===== src/rtl/mm_slave_pkg.sv =====
// Shared decode constants, decode result type and stream word layout for the MM write-FIFO slave.
package mm_slave_pkg;

    localparam logic [7:0] CLR_ADDR      = 8'hFF;
    localparam logic [7:0] STAT_CNT_ADDR = 8'hFE;
    localparam logic [7:0] STAT_IGN_ADDR = 8'hFD;

    localparam int MM_ADDR_W = 8;
    localparam int MM_DATA_W = 8;

    typedef enum logic [2:0] {
        DEC_PUSH,
        DEC_CLR,
        DEC_SCNT,
        DEC_SIGN,
        DEC_IGN
    } dec_e;

    typedef struct packed {
        logic [MM_ADDR_W-1:0] addr;
        logic [MM_DATA_W-1:0] data;
    } mm_word_t;

endpackage


===== src/rtl/sync_fifo.sv =====
// Generic single-clock FIFO: dout shows the head straight from storage, 1-cycle write-to-visible.
// Pushes while full and pops while empty are dropped; clr empties the queue at the next edge.
module sync_fifo #(
    parameter int WIDTH = 16,
    parameter int DEPTH = 16,
    localparam int PW   = $clog2(DEPTH),
    localparam int CW   = PW + 1
) (
    input  logic             CLK,
    input  logic             reset,
    input  logic             push,
    input  logic             pop,
    input  logic             clr,
    input  logic [WIDTH-1:0] din,
    output logic [WIDTH-1:0] dout,
    output logic             full,
    output logic             empty,
    output logic [CW-1:0]    count
);

    logic [WIDTH-1:0] mem [DEPTH];
    logic [PW-1:0]    wr_ptr;
    logic [PW-1:0]    rd_ptr;
    logic             do_push;
    logic             do_pop;

    assign full    = (count == CW'(DEPTH));
    assign empty   = (count == '0);
    assign do_push = push && !full && !clr;
    assign do_pop  = pop && !empty && !clr;
    assign dout    = mem[rd_ptr];

    always_ff @(posedge CLK or negedge reset) begin
        if (!reset) begin
            wr_ptr <= '0;
            rd_ptr <= '0;
            count  <= '0;
        end else if (clr) begin
            wr_ptr <= '0;
            rd_ptr <= '0;
            count  <= '0;
        end else begin
            if (do_push) wr_ptr <= wr_ptr + PW'(1);
            if (do_pop)  rd_ptr <= rd_ptr + PW'(1);
            count <= count + CW'(do_push) - CW'(do_pop);
        end
    end

    // Storage carries no reset; validity is tracked by count alone.
    always_ff @(posedge CLK) begin
        if (do_push) mem[wr_ptr] <= din;
    end

endmodule


===== src/rtl/mm_wr_fifo_slave.sv =====
// MM slave queuing in-window writes as {address, data} on a valid/ready stream; 1-cycle write-to-valid, 1-cycle reads.
// waitrequest stalls only in-window writes while the queue is full; reads and control writes never stall.
module mm_wr_fifo_slave
    import mm_slave_pkg::*;
#(
    parameter int              ADDR_W = 8,
    parameter int              DATA_W = 8,
    parameter int              DEPTH  = 16,
    parameter logic [ADDR_W-1:0] SPAN = ADDR_W'(8'h80)
) (
    input  logic                     CLK,
    input  logic                     reset,
    input  logic [ADDR_W-1:0]        address,
    input  logic                     write,
    input  logic [DATA_W-1:0]        writedata,
    input  logic                     read,
    output logic                     waitrequest,
    output logic [DATA_W-1:0]        readdata,
    output logic                     readdatavalid,
    output logic [ADDR_W+DATA_W-1:0] out_data,
    output logic                     out_valid,
    input  logic                     out_ready
);

    localparam int CW = $clog2(DEPTH) + 1;

    dec_e              dec;
    logic              wr_push;
    logic              wr_clr;
    logic              wr_ign;
    logic              full;
    logic              empty;
    logic [CW-1:0]     count;
    logic [7:0]        ign_cnt;
    logic [DATA_W-1:0] rd_nxt;

    // Control addresses take priority over the push window.
    always_comb begin
        dec = DEC_IGN;
        if (address == ADDR_W'(CLR_ADDR))           dec = DEC_CLR;
        else if (address == ADDR_W'(STAT_CNT_ADDR)) dec = DEC_SCNT;
        else if (address == ADDR_W'(STAT_IGN_ADDR)) dec = DEC_SIGN;
        else if (address < SPAN)                    dec = DEC_PUSH;
    end

    assign wr_push     = write && (dec == DEC_PUSH);
    assign wr_clr      = write && (dec == DEC_CLR);
    assign wr_ign      = write && (dec == DEC_SCNT || dec == DEC_SIGN || dec == DEC_IGN);
    assign waitrequest = wr_push && full;
    assign out_valid   = !empty;

    sync_fifo #(
        .WIDTH (ADDR_W + DATA_W),
        .DEPTH (DEPTH)
    ) u_fifo (
        .CLK   (CLK),
        .reset (reset),
        .push  (wr_push && !full),
        .pop   (out_valid && out_ready),
        .clr   (wr_clr),
        .din   ({address, writedata}),
        .dout  (out_data),
        .full  (full),
        .empty (empty),
        .count (count)
    );

    always_comb begin
        rd_nxt = '0;
        case (dec)
            DEC_SCNT: rd_nxt = DATA_W'(count);
            DEC_SIGN: rd_nxt = DATA_W'(ign_cnt);
            default:  rd_nxt = '0;
        endcase
    end

    always_ff @(posedge CLK or negedge reset) begin
        if (!reset) begin
            ign_cnt       <= '0;
            readdata      <= '0;
            readdatavalid <= 1'b0;
        end else begin
            if (wr_ign && ign_cnt != 8'hFF) ign_cnt <= ign_cnt + 8'd1;
            readdatavalid <= read;
            readdata      <= read ? rd_nxt : '0;
        end
    end

endmodule


===== config.mk =====
export PLATFORM = sky130hd
export DESIGN_NAME = mm_wr_fifo_slave
export DESIGN_NICKNAME = d
export VERILOG_FILES = /design/src/rtl/mm_slave_pkg.sv /design/src/rtl/sync_fifo.sv /design/src/rtl/mm_wr_fifo_slave.sv
export SDC_FILE = /design/constraint.sdc
export NUM_CORES = 1
export LEC_CHECK = 0
export CORE_AREA = 2 2 150 152
export DETAILED_ROUTE_END_ITERATION = 16
export DIE_AREA = 0 0 152 154
export HOLD_SLACK_MARGIN = 0.05
export PLACE_DENSITY = 0.67
export SLEW_MARGIN = 0
export SYNTH_ARGS = -nofsm -noshare
export SYNTH_HDL_FRONTEND = slang
export SYNTH_SLANG_ARGS = --single-unit

===== constraint.sdc =====
create_clock -name CLK -period 3.7 [get_ports CLK]
set_input_delay 0.37 -clock CLK [delete_from_list [all_inputs] [get_ports CLK]]
set_output_delay 0.37 -clock CLK [all_outputs]
set_load 0.02 [all_outputs]

Yosys cells after proc, flatten, opt, wreduce, memory -nomap -nowiden:

Memories as Yosys holds them, arrays and structs flattened.
Cells that the tools add are included.

* register bits after elaboration: 30
* memory bits (writable): 256
* input bits: 21
* output and inout bits: 27
* logic and storage cells: 55
* memories: 1

* add/subtract/negate cells: 5
* $lt $le $gt $ge: 1
* eq/ne operators: 9
* muxes and demuxes: 13
* reduce and logical (&&, ||, !) cells: 20

Memory list
* u_fifo.mem: words 16, width 16, rd ports 1, clocked after memory_dff 0, write ports 1, line sync_fifo.sv:21 `logic [WIDTH-1:0] mem [DEPTH];`

Operators by type and width (count)
* $eq 8x8->1 const B: 3
* $mux 4: 4
* $pmux 8 s2: 1
* $mux 3: 4
* $logic_and 1x1->1: 11
* $add 4x1->4 const B: 2
* $add 8x1->8 const B: 1
* $lt 8x8->1 const B: 1
* $mux 8: 1
* $ne 8x8->1 const B: 1
* $eq 3x2->1 const B: 2
* $add 5x1->5: 1
* $eq 5x5->1 const B: 1
* $logic_not 5->1: 1
* $mux 5: 1
* $sub 5x1->5: 1
* $reduce_bool 2->1: 2
* $eq 3x1->1 const B: 1
* $eq 3x3->1 const B: 1
* $logic_not 1->1: 3
* $logic_not 3->1: 1
* $logic_or 1x1->1: 2
* $mux 1: 2

Longest topological paths before layout:

* depth in word-level cells: 13
* mapped depth: 14
* depth with buffers taken out: 13

Modules after synthesis:

Synthesis repeated with hierarchy kept, for this count alone.

* cells, all modules: 572
* area, all modules: 11319.6 um^2

By module, submodules not included
* sync_fifo: times used 1, cells an instance 501, area an instance 10516.3 um^2, sequential area each 8012.7 um^2
* mm_wr_fifo_slave: times used 1, cells an instance 71, area an instance 803.3 um^2, sequential area each 425.4 um^2

Worst setup path after synthesis:

OpenSTA, ideal clock, no wires.

* path type: register to register
* start: register u_fifo.count[3]
* end: register u_fifo.count[4]
* library setup time: 0.077 ns
* data arrival time: 2.883 ns
* required time: 3.623 ns
* setup slack: 0.740 ns
* cell stages (with the launch flop): 15
* path buffers: 1
* clock period less this slack: 2.960 ns
* path through: dfrtp_1 inv_1 ha_1 or4b_1 buf_2 nand2_1 nor2_1 ha_1 inv_1 ha_1 fa_1 a21oi_1 nor2_1 or3_1 a21oi_1

* elaborated cells on any way between the ends: 13
* those cells by class: add/sub: 2; eq/ne: 1; mux: 1; reduce/logical: 9

RTL lines
* start: declaration: line sync_fifo.sv:18 `output logic [CW-1:0] count`
* start signal: assignment: line sync_fifo.sv:45 `count <= count + CW'(do_push) - CW'(do_pop);`
* $logic_not 5->1 *: line sync_fifo.sv:28 `assign empty = (count == '0);`
* $logic_not 1->1 *: line mm_wr_fifo_slave.sv:50 `assign out_valid = !empty;`
* via out_valid: line mm_wr_fifo_slave.sv:21 `output logic out_valid,`
* $logic_and 1x1->1: line mm_wr_fifo_slave.sv:59 `.pop (out_valid && out_ready),`
* $logic_and 1x1->1 * (2 in series): line sync_fifo.sv:30 `assign do_pop = pop && !empty && !clr;`
* $sub 5x1->5 *: line sync_fifo.sv:45
* $mux 5 *: line sync_fifo.sv:38 `end else if (clr) begin`

Mark *: on every way through the listed nets, which the timed path passes. The rest lies on a longest branch.
A chain may end at the register's enable or synchronous reset.

Final worst setup path:

* start: register u_fifo.rd_ptr[1]
* end: output port out_data[4]

* cells in the longest elaborated chain, start to end: 1

RTL lines
* start: declaration: line sync_fifo.sv:23 `logic [PW-1:0] rd_ptr;`
* start signal: assignment: line sync_fifo.sv:44 `if (do_pop) rd_ptr <= rd_ptr + PW'(1);`
* $mem_v2 16x16
* end: declaration: line mm_wr_fifo_slave.sv:20 `output logic [ADDR_W+DATA_W-1:0] out_data,`

No other way between the ends.

==> run summary <==
Status - complete, no violations
Post-synth top area share - 0.663
Placer Congestion - 0.832
Maxcap violations - 0
Reg2reg path depth - 13
Crit Path Class - reg2out
Pin count of the biggest net entering global routing - 44
FFs w/ async S/R, synth - 0.105
Seq. cell area - 0.00844 mm2
Yosys reg bits - 286
Slew headroom - 0.594
Antenna viol nets, final - 0
Layout cells sized above 1 - 0.183
Pwr Density - 741 mW/mm2
Internal Power - 0.00682 W
CP max-delay cell - clkdlybuf4s50_1
Psw - 0.00314 W
Top Ports - 48
CP Capture Type - output port
Clk Latency, worst-skew pair - 0.54 ns
# port buffers - 47
Fin. Hold Viols - 0
Post-CTS sizing - 0
CP bufs+invs - 3
Delay-heaviest family, CP - buffers and inverters
Initial Utilization - 0.535
Power share of the clock group - 0.273
Synthesized cell area - 0.0116 mm2
Slew Viols, Final - 0
Initial antenna violation count - 0
First-pass GRT wire length - 37,700 um
Period utilization - 0.917
Top cell type by total area after synthesis - edfxtp_1
1st-iter DRT viols - 501
RSZ-0062 raised after global routing - false
Post-DP HPWL - 15,200 um
CP Depth - 7
Fmax - 295 MHz
Clock sinks - 286
R2r startpoint - u_fifo.count[2]
Vias/cell - 5.98
Post-Syn Instances - 622
Num rows - 54
Final setup vio count - 0
Initial DRT Pass Iterations - 4
Part of the power in registers - 0.398
N_diodes - 0
Ys flop type - edfxtp_1
Crit-path max cell delay - 0.61 ns
CTS Buf Count - 29
Nets@finish - 744
Max IR drop VDD - 0.482 mV
DR WL/cell - 24.4 um
Die area - 0.0234 mm2
Clock transition at path regs - 0.06 ns
EDFF count, synth - 256
Worst clock skew - 0.00940 ns
CP cell instances - buf_4 > and2b_1 > buf_4 > a221oi_1 > a22oi_1 > nand2_1 > clkdlybuf4s50_1
Required time of the critical path - 3.33 ns
Switching part of the total power - 0.316
Final cell count without fillers - 1,013
Root buf cell - clkbuf_16
Comb power frac - 0.329
Sequential area share after synthesis - 0.728
Die X - 152 um
Post-CTS Setup Inserts - 0
Worst-path maximum fanout - 32
Measured slew at the worst slew-check pin - 0.605 ns
Cell mode on critical path - buf_4
Area grow syn2layout - 16.0%
Main area contributors after synthesis - edfxtp_1 (66%), dfrtp_1 (6.5%), mux4_2 (6.2%)
Mapped Avg Cell Area - 18.6 um2
H-tree levels - 1
Via count - 6,059
Overall routing resource usage - 0.212
Syn_nets - 656
DRT Wirelength - 24,700 um
Worst hold margin - 0.224 ns
CTS Hold Bufs - 0
Worst path arrival time - 3.02 ns
Fin crit period - 3.39 ns
Placed insts - 959
Standby leakage power - 4.76 nW
Die Y - 154 um
Worst setup SP type - register
Area of the multi-input gates - 0.00290 mm2
DRC Markers - 0
Yosys warns - 0
Count of cell types in the netlist - 47
GR Overflow Total - 0
Setup Total Neg Slack - 0 ns
Core Box Area - 0.0217 mm2
Worst setup path startpoint - u_fifo.rd_ptr[1]
CTS tree - yes
Vias in the first global route - 6,282
Hold crit path type - in2async
Bufs on Longest Clock Path - 3
Final-layout fill cell count - 1,524
-- state kept, by name, indices dropped and copies added (netlist names) --
register	count
u_fifo.rd_ptr	4
ign_cnt	8
u_fifo.count	5
u_fifo.mem	256
readdata	8
readdatavalid	1
u_fifo.wr_ptr	4
-- cell usage in the layout (no fill, tap or decap), types with 3 or more instances in the layout --
cell type and instances:
clkinv_1 6, nor3b_1 3, edfxtp_1 256, a22o_1 5, mux2i_1 65, mux4_2 32
nor2_1 9, buf_12 5, dfrtp_1 29, a21oi_1 4, buf_4 35, nand2_1 26
a221oi_1 13, nor3_1 4, nand3_1 7, o21ai_0 4, nor2b_1 4, a22oi_1 16
ha_1 12, xor2_1 11, and2_1 19, inv_1 10, xnor2_1 3, nand4_1 3
clkbuf_1 14, o21ai_1 14, clkbuf_16 29, a221oi_2 19, clkdlybuf4s50_1 47
-- synthesized netlist by cell type, types with 4 or more instances --
library cell  count
a21oi_1           4
nand3_1           7
nor2_1            9
ha_1             12
a221oi_2         19
buf_4            10
a221oi_1         13
buf_2             8
buf_6             6
a22oi_1          16
and2_1           20
mux2i_1          65
inv_1            10
mux4_2           32
edfxtp_1        256
clkbuf_1          5
a22o_1            5
nor3_1            4
nand2_1          26
nor2b_1           4
dfrtp_1          30
o21ai_0           4
xor2_1           11
o21ai_1          14
-- metrics by stage --
| stage | setup WS (ns) | area, um2 | total power, W | utilization |
|---|---|---|---|---|
| floorplan | 0.740 | 11600 | 0.00629 | - |
| global placement | 0.193 | 12600 | 0.00728 | 0.580 |
| detailed placement | 0.0843 | 12600 | 0.00735 | 0.580 |
| CTS | 0.239 | 13500 | 0.0101 | 0.620 |
| global route | 0.141 | 13500 | 0.0104 | 0.620 |
| finish | 0.308 | 13500 | 0.00996 | 0.620 |
-- power by group through the flow --
stage                     clock network (W)  logic, W  registers, W
final                               0.00272   0.00328       0.00397
after global routing                0.00289   0.00353       0.00400
after CTS                           0.00277   0.00332       0.00397
after detailed placement                  0   0.00331       0.00404
after global placement                    0   0.00326       0.00402
after floorplan                           0   0.00237       0.00392
-- final cells by class --
type | count | area share
Clock buffer | 43 | 0.0578
Clock inverter | 11 | 0.00790
Inverter | 11 | 0.00307
Multi-Input combinational cell | 295 | 0.216
Sequential cell | 286 | 0.627
Tap cell | 280 | 0.0260
Timing Repair Buffer | 87 | 0.0619
-- worst paths after layout --
kind,endpoint,slack [ns]
max,out_data[4],0.31
min,readdata[2],0.22
max reg2reg,u_fifo.count[4],0.49
min reg2reg,ign_cnt[7],0.50
max in group asynchronous,u_fifo.rd_ptr[0],3.16
min in group CLK,readdatavalid,0.36
-- routing by layer --
layer / part of all wire / GRT usage / up-vias / wire length [um]
met1: 0.43 / 0.296 / 3151 / 10500
met3: 0.058 / 0.0361 / 42 / 1430
met2: 0.49 / 0.350 / 167 / 12200
met4: 0.023 / 0.0610 / 0 / 560
li1: - / - / 2699 / -
met5: 0 / 0 / - / 0
-- worst register-to-register path, delay by kind of cell (launching register included) --
| family | cells | cell delay, ns |
|---|---|---|
| AND/OR/NAND/NOR | 5 | 1.24 |
| adder cells (fa/ha/maj) | 4 | 1.06 |
| flip-flops | 1 | 0.41 |
| AO/OA/AOI/OAI | 2 | 0.32 |
| buffers and inverters | 2 | 0.14 |
-- cell families after synthesis --
| kind of cell | synth area share |
|---|---|
| flops | 0.728 |
| fa+ha+maj | 0.0147 |
| buf+inv | 0.0222 |
| simple gates | 0.0438 |
| mux | 0.120 |
| compound gates | 0.0616 |
| xor+xnor | 0.0106 |
Note: power is estimated with default switching activity, not from simulation.
